$ cat config.mk
export PLATFORM = sky130hd
export DESIGN_NAME = audio_i2s_tx
export DESIGN_NICKNAME = d
export VERILOG_FILES = /design/src/rtl/audio_pkg.sv /design/src/rtl/clk_en_div.sv /design/src/rtl/audio_i2s_tx.sv
export SDC_FILE = /design/constraint.sdc
export NUM_CORES = 1
export LEC_CHECK = 0
export CORE_MARGIN = 1
export CORE_UTILIZATION = 58
export DETAILED_ROUTE_END_ITERATION = 8
export PLACE_DENSITY = 0.79
export SLEW_MARGIN = 10
export SYNTH_ARGS = -nofsm -noshare
export SYNTH_HDL_FRONTEND = slang
export SYNTH_SLANG_ARGS = --single-unit
export TNS_END_PERCENT = 1
$ cat constraint.sdc
create_clock -name clk -period 2.3 [get_ports clk]
set_clock_uncertainty 0.1 [all_clocks]
set_input_delay 0.23 -clock clk [delete_from_list [all_inputs] [get_ports clk]]
set_output_delay 0.23 -clock clk [all_outputs]
set_load 0.01 [all_outputs]
$ cat src/rtl/audio_pkg.sv
// audio_pkg -- shared constants for the I2S audio transmit path.
//   SAMPLE_W    : PCM sample width
//   FRAME_SLOTS : BCLK periods per stereo frame
//   SLOT_W      : width of the slot counter
//   DIV_W       : width of the BCLK divider counter (CLK_DIV up to 255)
package audio_pkg;

  localparam int SAMPLE_W    = 16;
  localparam int FRAME_SLOTS = 32;
  localparam int SLOT_W      = $clog2(FRAME_SLOTS);
  localparam int DIV_W       = 8;

endpackage

$ cat src/rtl/clk_en_div.sv
// clk_en_div -- BCLK generator.
// The counter runs 0..CLK_DIV-1. At terminal count bclk toggles and the
// counter wraps. tick flags the terminal count while bclk is high, which
// is the clk edge at which bclk falls.
// Ports:
//   clk, rst : system clock, synchronous active-high reset
//   en       : run; low clears the counter and holds bclk at 0
//   tick     : falling-edge event (combinational, one clk wide)
//   bclk     : bit clock level (registered)
module clk_en_div
  import audio_pkg::*;
#(
  parameter int CLK_DIV = 4
) (
  input  logic clk,
  input  logic rst,
  input  logic en,
  output logic tick,
  output logic bclk
);

  localparam logic [DIV_W-1:0] TERM = DIV_W'(CLK_DIV - 1);

  logic [DIV_W-1:0] cnt;
  logic             term;

  assign term = (cnt == TERM);
  assign tick = en & term & bclk;

  always_ff @(posedge clk) begin
    if (rst || !en) begin
      cnt  <= '0;
      bclk <= 1'b0;
    end else if (term) begin
      cnt  <= '0;
      bclk <= ~bclk;
    end else begin
      cnt  <= cnt + DIV_W'(1);
    end
  end

endmodule

$ cat src/rtl/audio_i2s_tx.sv
// audio_i2s_tx -- mono PCM to I2S serializer.
// One 16-bit sample is buffered in a holding register and sent as both the
// left and right word of a 32-slot frame. sdata lags lrck by one BCLK, so a
// new frame's first bit appears in slot 1; slot 0 still carries the previous
// frame's right-word LSB.
// Ports:
//   clk, rst     : system clock, synchronous active-high reset
//   enable       : serializer run; low idles bclk/lrck/sdata at 0
//   sample_in    : signed PCM sample
//   sample_valid : sample_in valid this cycle
//   sample_ready : holding register empty
//   bclk         : I2S bit clock
//   lrck         : word select, 0 = left, 1 = right
//   sdata        : serial data, MSB first
//   underrun     : one-clk pulse when a frame loads with no new sample
module audio_i2s_tx
  import audio_pkg::*;
#(
  parameter int CLK_DIV = 4
) (
  input  logic                clk,
  input  logic                rst,
  input  logic                enable,
  input  logic [SAMPLE_W-1:0] sample_in,
  input  logic                sample_valid,
  output logic                sample_ready,
  output logic                bclk,
  output logic                lrck,
  output logic                sdata,
  output logic                underrun
);

  logic                  tick;
  logic                  load;
  logic                  accept;
  logic                  hold_full;
  logic [SLOT_W-1:0]     k;
  logic [SLOT_W-1:0]     k_next;
  logic [2*SAMPLE_W-1:0] shift_reg;
  logic [SAMPLE_W-1:0]   hold_reg;
  logic [SAMPLE_W-1:0]   last_sample;
  logic [SAMPLE_W-1:0]   frame_sample;

  clk_en_div #(.CLK_DIV(CLK_DIV)) u_div (
    .clk  (clk),
    .rst  (rst),
    .en   (enable),
    .tick (tick),
    .bclk (bclk)
  );

  // Frame load happens on the falling-edge event that leaves slot 0.
  assign load         = tick & (k == '0);
  assign k_next       = k + SLOT_W'(1);
  assign frame_sample = hold_full ? hold_reg : last_sample;

  // Handshake: a sample transfers on a rising clk edge where sample_valid and
  // sample_ready are both high; the source keeps sample_in stable until then.
  // Ready is the registered empty flag, forced low during a load cycle so the
  // holding register never takes a write while it is being drained.
  assign sample_ready = ~hold_full & ~load;
  assign accept       = sample_valid & sample_ready;

  // Slot counter, word select and serial data, all moved only by tick.
  always_ff @(posedge clk) begin
    if (rst || !enable) begin
      k         <= '0;
      shift_reg <= '0;
      lrck      <= 1'b0;
      sdata     <= 1'b0;
    end else if (tick) begin
      k    <= k_next;
      lrck <= k_next[SLOT_W-1];
      if (load) begin
        shift_reg <= {frame_sample, frame_sample};
        sdata     <= frame_sample[SAMPLE_W-1];
      end else begin
        // sdata takes the bit that becomes the MSB after this shift.
        shift_reg <= shift_reg << 1;
        sdata     <= shift_reg[2*SAMPLE_W-2];
      end
    end
  end

  // Holding register, last-sample memory and underrun flag. These keep
  // running while enable is low so the source can prefill a sample.
  always_ff @(posedge clk) begin
    if (rst) begin
      hold_full   <= 1'b0;
      hold_reg    <= '0;
      last_sample <= '0;
      underrun    <= 1'b0;
    end else begin
      underrun <= load & ~hold_full;
      if (load) begin
        last_sample <= frame_sample;
        hold_full   <= 1'b0;
      end else if (accept) begin
        hold_reg  <= sample_in;
        hold_full <= 1'b1;
      end
    end
  end

endmodule

==> reports/results.ini, run 1 <==
[floorplanning]
floorplan.die.height_um=79.2
fp.dieW_um=79.2
fp.dieArea_um2=6270
core_area_um2=5610
num_io_pins=25
initial_utilization_pct=61.6
num_rows=27

[detailed_routing]
vias=2621
wl_um=6600
wl_per_cell_um=14.0
drtIter0Drc=127
ant_nets=0
drc=0
first_pass_iters=6
vias_per_cell=5.54

[worst_setup_path]
crit_path_max_incr_delay_ns=0.43
crit_path_start_kind=register
arrival_ns=2.29
reg2regPathDepth=7
crit_type=reg -> reg
crit_top_cell=buf_4
reg2reg_from=u_div.cnt[1]$_SDFF_PP0_
crit_required_ns=2.48
slowest_stage=or3_1
cp_max_fo=15
crit_chain=ha_2 > nor4b_4 > buf_4 > buf_4 > nand3_2 > or3_1 > a21oi_1
r2r_slack_ns=0.20
rr_endpoint=k[3]$_SDFFE_PP0P_
end_kind=register

[grt]
antenna_found_initial=0
grt-ovfl-total=0
grt_max_degree=50
grt_pass1_wl_um=11500
grt_pass1_vias=2429
globalRouteTotalUtil_pct=23.8

[logic_synthesis]
async_flop_share_pct=0
yosys_warnings=0
synth_enable_flop_cells=0
avgSynthCellArea_um2=9.11
syn_nets=402
yosysTopAreaCell=dfxtp_1
syn_inst=379
yosysSeqAreaShare_pct=46.4
dominantRegCellSynth=dfxtp_1
ys_top_cells_by_count=80 x dfxtp_1, 51 x nand2_1, 36 x a21oi_1, 32 x mux2i_1, 32 x nand2b_1
synth_cell_types=35
synth.top_cell.area_share_pct=46.4
synth_seq_cells=80
netlist_top_cells_area=dfxtp_1 46%, mux2i_1 9.3%, o211ai_1 6.7%, nand2b_1 5.8%, nand2_1 5.5%
syn_area_um2=3450
yosysMostFrequentCell=dfxtp_1

[timing]
finalWorstSetupSlack_ns=0.198
hold_ws_ns=0.353
tightest_slew_ns=0.377
rsz0062_at_grt=no
hold_violations=0
max_slew_margin_pct=74.2
drv_slew=0
period_share_pct=91.4
tns_ns=0
fmax_ghz=0.476
setup_viol_count_final=0
fin_crit_ns=2.10

[power_and_ir_drop]
combPwrFrac_pct=5.2
p_leak_nw=1.50
seq_power_share_pct=51.9
ir_drop_v=0.000492
switching_share_pct=22.2
finalPower_mw=2.73
p_switching_mw=0.607
internal_power_mw=2.12
power.density_nw_per_um2=685
clkPwrFrac_pct=42.9

[finish]
syn_to_final_growth_pct=15.4
final_cells=473
antennaDiodeCount=0
largest_register_ffs=31
fin_nets=419
drive_gt1_share_pct=9.48

[clock_tree]
clock_latency_ns=0.35
cts_tree=built
ctsHtreeMaxLevel=3
ctsRootBufferMaster=clkbuf_8
clock-sinks=80
clk_path_buf_depth=2
clk_pin_slew_worst_paths_ns=0.08
postCtsHoldBufs=0
cts-buffers-inserted=9

[place]
pre_cts_ws_ns=0.227
place_hpwl_um=4200
dp_cells=456
portBuffers=24
routabilityCongestion=0.810

[worst_hold_path]
whs_endpoint=hold_reg[14]$_SDFFE_PP0P_
hold_depth=3
min_path_type=in -> reg
hp-start=sample_in[14]

[run]
maxCapViolations=0

[outcome]
status=complete, no violations

==> worst max-delay path by stage <==
| stage | from | to | slack, ns |
|---|---|---|---|
| global route | u_div.cnt[1]$_SDFF_PP0_ | k[3]$_SDFFE_PP0P_ | 0.08 |
| detailed placement | u_div.cnt[0]$_SDFF_PP0_ | last_sample[1]$_SDFFE_PP0N_ | 0.23 |
| floorplan | u_div.cnt[0]$_SDFF_PP0_ | last_sample[10]$_SDFFE_PP0N_ | 0.49 |
| finish | u_div.cnt[1]$_SDFF_PP0_ | k[3]$_SDFFE_PP0P_ | 0.20 |
| global placement | enable | sample_ready | 0.27 |
| CTS | u_div.cnt[1]$_SDFF_PP0_ | sample_ready | 0.003 |
==> layer usage <==
| layer | GRT usage [%] | routed length [um] | up-vias |
|---|---|---|---|
| li1 | - | - | 1362 |
| met1 | 33.3 | 3190 | 1204 |
| met2 | 34.8 | 3020 | 46 |
| met3 | 5.06 | 298 | 9 |
| met4 | 11.1 | 91 | 0 |
| met5 | 0 | 0 | - |
==> placed cells by master, fill, tap and decap left out, drive strengths merged, types with 2 or more instances in the layout <==
cell type      count
dfxtp             80
nand2             51
a21oi             36
nand2b            32
mux2i             32
o211ai            31
clkdlybuf4s50     23
nand3b            16
o21ai             16
nor2              14
buf               12
clkbuf            10
xor2               7
nand3              7
inv                5
and3               3
xnor2              3
nand4              3
ha                 3
bufinv             2
nor4b              2
and2               2
nor3               2
==> area by class of cell <==
cell class	instances	area [um^2]
clock buffer	10	138
timing repair buffer	36	333
sequential	80	1600
multi-input combinational	266	1720
tap	72	90.1
fill	458	1620
clock inverter	6	90.1
inverter	3	11.3
==> worst max-delay path, delay by kind of cell (launching register included) <==
family,cells,cell delay (ns)
simple gates,3,0.90
flops,1,0.37
buf+inv,2,0.28
fa+ha+maj,1,0.23
compound gates,1,0.15
==> what timing repair did <==
| action | CTS | global route |
|---|---|---|
| setup buffers | 1 | 0 |
| gates cloned | 0 | 0 |
| endpoints found under the setup margin | 1 | 1 |
| resized for setup | 2 | 1 |
==> per-stage QoR <==
stage / instance area [um^2] / utilization, %
CTS: 3980 / 71.0
floorplan: 3450 / -
global placement: 3740 / 66.8
detailed placement: 3740 / 66.8
finish: 3990 / 71.1
global route: 3990 / 71.1
==> kinds of logic (layout without fill, tap and decap cells) <==
| logic type | Yosys count | after routing | share of synthesized area, % |
|---|---|---|---|
| DFF | 80 | 80 | 46.4 |
| buffers and inverters | 33 | 55 | 4.28 |
| muxes | 32 | 32 | 9.28 |
| AOI/OAI and AO/OA | 86 | 86 | 15.0 |
| xor gates and xnor gates | 10 | 10 | 2.54 |
| adders and majority gates | 3 | 3 | 1.09 |
| and+or+nand+nor | 135 | 135 | 21.4 |
==> power by group through the flow <==
stage / Clock (mW) / Sequential [mW] / Combinational [mW]
2_1_floorplan: 0 / 1.44 / 0.0885
3_3_place_gp: 0 / 1.45 / 0.141
3_5_place_dp: 0 / 1.45 / 0.143
4_1_cts: 1.19 / 1.42 / 0.144
5_1_grt: 1.25 / 1.42 / 0.159
6_report: 1.17 / 1.42 / 0.143
Note: power is estimated with default switching activity, not from simulation.
==> inputs of run 2 (changes only) <==
--- a/config.mk
+++ b/config.mk
@@ -6,9 +6,10 @@
 export NUM_CORES = 1
 export LEC_CHECK = 0
 export CORE_MARGIN = 1
-export CORE_UTILIZATION = 58
+export CORE_UTILIZATION = 60
+export CTS_BUF_LIST = sky130_fd_sc_hd__clkbuf_8
 export DETAILED_ROUTE_END_ITERATION = 8
-export PLACE_DENSITY = 0.79
+export PLACE_DENSITY = 0.81
 export SLEW_MARGIN = 10
 export SYNTH_ARGS = -nofsm -noshare
 export SYNTH_HDL_FRONTEND = slang
==> reports/results.ini, run 2 (synthesis gave the netlist of run 1 again) <==
[clock_tree]
ctsHtreeMaxLevel=3
ctsRootBufferMaster=clkbuf_8
clk_path_buf_depth=2
clk_pin_slew_worst_paths_ns=0.08
cts_tree=built
cts-buffers-inserted=9
clock_latency_ns=0.35
clock-sinks=80

[floorplanning]
floorplan.die.height_um=77.9
num_rows=27
num_io_pins=25
fp.dieW_um=77.9
initial_utilization_pct=62.3
core_area_um2=5540
fp.dieArea_um2=6060

[place]
dp_cells=457
portBuffers=24
place_hpwl_um=4290
dpl_cell_area_um2=3780
routabilityCongestion=0.857

[finish]
final_cells=474
antennaDiodeCount=0
final_cell_mix=78 x dfxtp_1, 51 x nand2_1, 36 x a21oi_1
stdcell_area_um2=3980
drive_gt1_share_pct=9.70
fin_util_pct=71.8
largest_register_ffs=31
syn_to_final_growth_pct=15.2
fin_nets=420
final_common_cell=dfxtp_1

[power_and_ir_drop]
power.density_nw_per_um2=644
finalPower_mw=2.56
switching_share_pct=23.0
p_switching_mw=0.588
ir_drop_v=0.000363
p_leak_nw=1.50
clkPwrFrac_pct=38.8
seq_power_share_pct=55.4
internal_power_mw=1.97
combPwrFrac_pct=5.8

[worst_setup_path]
arrival_ns=2.25
crit_type=reg -> reg
startpoint=u_div.cnt[0]$_SDFF_PP0_
end_kind=register
crit_required_ns=2.47
crit_path_start_kind=register
cp_max_fo=15
reg2regPathDepth=7
reg2reg_from=u_div.cnt[0]$_SDFF_PP0_

[timing]
max_slew_margin_pct=73.6
rsz0062_at_grt=no
period_share_pct=90.4
tightest_slew_ns=0.385
fin_crit_ns=2.08
hold_violations=0
drv_slew=0
tns_ns=0
setup_viol_count_final=0
fmax_ghz=0.481

[run]
maxCapViolations=0

[grt]
grt-ovfl-total=0
grtUsageMet2_pct=34.6
grt_pass1_vias=2307
met1_usage_pct=33.6
grt_util_met3_pct=4.59
globalRouteTotalUtil_pct=23.5
antenna_found_initial=0
busiest_layer=met2
grt_pass1_wl_um=11100
grt_max_degree=50

[detailed_routing]
first_pass_iters=4
wl_per_cell_um=14.1
drc=0
wl_um=6670
ant_nets=0
vias=2656
drtIter0Drc=227
vias_per_cell=5.60

[worst_hold_path]
min_path_type=reg -> reg
hp-start=shift_reg[0]$_SDFFE_PP0P_
hold_depth=2

[outcome]
status=complete, no violations

-- run 2: metrics by stage --
stage,hold WS (ns),worst slack (ns)
after floorplan,0.274,0.494
after global placement,0.339,0.282
after detailed placement,0.345,0.195
after CTS,0.355,0.0136
after global routing,0.367,0.128
final,0.352,0.220
-- run 2: path summary, 6_finish.rpt --
path | end | slack (ns)
setup / recovery | last_sample[8]$_SDFFE_PP0N_ | 0.22
hold / removal | shift_reg[0]$_SDFFE_PP0P_ | 0.35
setup reg to reg | last_sample[8]$_SDFFE_PP0N_ | 0.22
hold reg to reg | shift_reg[0]$_SDFFE_PP0P_ | 0.35
-- run 2: what timing repair did --
action                                  4_1_cts  5_1_grt
hold buffers                                  0        0
resized for setup                             3        1
gates cloned                                  0        0
hold endpoints to repair                      0        0
setup buffers                                 1        0
endpoints found under the setup margin        1        1
-- run 2: layout make-up --
cell class                 instances  area (um^2)
fill                             431         1560
sequential                        80         1600
multi-input combinational        266         1720
tap                               72         90.1
clock buffer                       9          124
clock inverter                     7         63.8
timing repair buffer              37          365
inverter                           3         11.3
-- run 2: critical path: stages, from the launching register on --
cell and delay, ns:
dfxtp_2 0.37, ha_2 0.22, nor4b_4 0.24, buf_4 0.18
buf_4 0.12, and2_4 0.16, nand4_4 0.34, mux2i_1 0.27
-- run 2: power groups by stage --
stage | logic (mW) | registers, mW | clock network, mW
final | 0.148 | 1.42 | 0.994
after CTS | 0.148 | 1.42 | 1.00
after floorplan | 0.0885 | 1.44 | 0
after global routing | 0.161 | 1.42 | 1.07
after detailed placement | 0.147 | 1.45 | 0
after global placement | 0.144 | 1.45 | 0
-- run 2: layer usage --
metal	share of wire, %	wire length (um)	vias up
met5	0	0	-
met4	1.4	93	0
met3	3.0	197	9
met2	45	2980	39
met1	51	3400	1254
li1	-	-	1354
==> inputs of run 3 (changes only) <==
--- a/config.mk
+++ b/config.mk
@@ -6,10 +6,9 @@
 export NUM_CORES = 1
 export LEC_CHECK = 0
 export CORE_MARGIN = 1
-export CORE_UTILIZATION = 60
+export CORE_UTILIZATION = 35
 export CTS_BUF_LIST = sky130_fd_sc_hd__clkbuf_8
 export DETAILED_ROUTE_END_ITERATION = 8
-export PLACE_DENSITY = 0.81
 export SLEW_MARGIN = 10
 export SYNTH_ARGS = -nofsm -noshare
 export SYNTH_HDL_FRONTEND = slang
==> reports/results.ini, run 3 (synthesis gave the netlist of run 1 again) <==
[detailed_routing]
vias_per_cell=4.91
wl_per_cell_um=12.3
highest_layer=met4
drtIter0Drc=118
wl_met1_um=3360
wl_met2_um=2960
route.met3.wl_um=143
wl_um=6540
vias=2604
drc=0
ant_nets=0
first_pass_iters=4

[place]
place_hpwl_um=4260
portBuffers=24
routabilityCongestion=0.794
pre_cts_ws_ns=0.241

[finish]
largest_register_ffs=31
syn_to_final_growth_pct=16.0
fillers=926
drive_gt1_share_pct=8.98
final_cell_mix=80 x dfxtp_1, 51 x nand2_1, 36 x a21oi_1
fin_nets=419
final_common_cell=dfxtp_1
antennaDiodeCount=0

[power_and_ir_drop]
p_switching_mw=0.585
internal_power_mw=1.89
clkPwrFrac_pct=36.9
p_leak_nw=1.48
seq_power_share_pct=57.2
power.density_nw_per_um2=619
combPwrFrac_pct=5.9
switching_share_pct=23.6
ir_drop_v=0.000298

[timing]
hold_violations=0
period_share_pct=93.2
finalWorstSetupSlack_ns=0.157
fin_crit_ns=2.14
setup_viol_count_final=0
tns_ns=0
max_slew_margin_pct=72.7
tightest_slew_ns=0.409
drv_slew=0
rsz0062_at_grt=no
fmax_ghz=0.467

[grt]
antenna_found_initial=0
grt-ovfl-total=0
grt_max_degree=50
grt_pass1_wl_um=11500
globalRouteTotalUtil_pct=14.0
grt_pass1_vias=2503

[floorplanning]
fp.dieArea_um2=10300
num_io_pins=25
num_rows=35
core_area_um2=9420
fp.dieW_um=101
floorplan.die.height_um=101
initial_utilization_pct=36.7

[clock_tree]
ctsHtreeMaxLevel=3
postCtsHoldBufs=0
clk_pin_slew_worst_paths_ns=0.08
cts_tree=built
cts_setup_buffers=0
clock-sinks=80
clk_path_buf_depth=2
clock_latency_ns=0.34
cts-buffers-inserted=9
ctsRootBufferMaster=clkbuf_8
cts_resized=1

[worst_setup_path]
crit_required_ns=1.97
slowest_stage=dfxtp_1
cp_max_fo=5
crit_chain=ha_1 > nor4b_4 > and3_1 > a21oi_1 > dlygate4sd2_1
crit_type=reg -> out
crit_path_max_incr_delay_ns=0.39
crit_path_start_kind=register
arrival_ns=1.81
end_kind=primary output

[outcome]
status=complete, no violations

[worst_hold_path]
min_path_type=reg -> reg

[run]
maxCapViolations=0

run 3: per-stage QoR:
stage | area [um^2] | hold slack (ns) | instances | power, mW | util, %
final | 4010 | 0.355 | 530 | 2.48 | 42.6
after global routing | 4010 | 0.368 | 530 | 2.60 | 42.6
after CTS | 4010 | 0.354 | 530 | 2.52 | 42.6
after floorplan | 3450 | 0.274 | 379 | 1.53 | -
after detailed placement | 3830 | 0.344 | 514 | 1.60 | 40.7
after global placement | 3830 | 0.340 | 514 | 1.60 | 40.7
run 3: metal layers:
layer | track usage [%] | vias to the layer above
met5 | 0 | -
met4 | 4.57 | 0
met3 | 2.97 | 6
met2 | 22.9 | 30
met1 | 18.4 | 1213
li1 | - | 1355
run 3: area by class of cell:
type	instances	area [um^2]	share of cell area, %
flip-flops and latches	80	1600	40.0
multi-input cells	266	1720	42.9
clock buffers	10	138	3.44
repair buffers	36	342	8.53
well taps	129	161	4.03
clock inverters	6	35.0	0.874
inverters	3	11.3	0.281
run 3: path summary, 6_finish.rpt:
| kind | from | end | slack, ns | depth (start not counted) |
|---|---|---|---|---|
| worst max register to register | u_div.cnt[0]$_SDFF_PP0_ | last_sample[10]$_SDFFE_PP0N_ | 0.28 | 6 |
| worst max-delay path | u_div.cnt[0]$_SDFF_PP0_ | sample_ready | 0.16 | 5 |
| worst min-delay path | shift_reg[28]$_SDFFE_PP0P_ | shift_reg[28]$_SDFFE_PP0P_ | 0.36 | 2 |
| worst min register to register | shift_reg[28]$_SDFFE_PP0P_ | shift_reg[28]$_SDFFE_PP0P_ | 0.36 | 2 |
run 3: power by group through the flow:
stage	Sequential [mW]	Combinational, mW	Clock (mW)
floorplan	1.44	0.0885	0
global placement	1.45	0.148	0
detailed placement	1.45	0.150	0
CTS	1.42	0.149	0.952
global route	1.42	0.162	1.02
finish	1.42	0.147	0.915
run 3: critical path, delay by kind of cell, from the launching register on:
family | cells | cell delay (ns)
AOI/OAI and AO/OA | 1 | 0.07
adders and majority gates | 1 | 0.25
DFF | 1 | 0.39
and+or+nand+nor | 2 | 0.46
buffers and inverters | 1 | 0.30
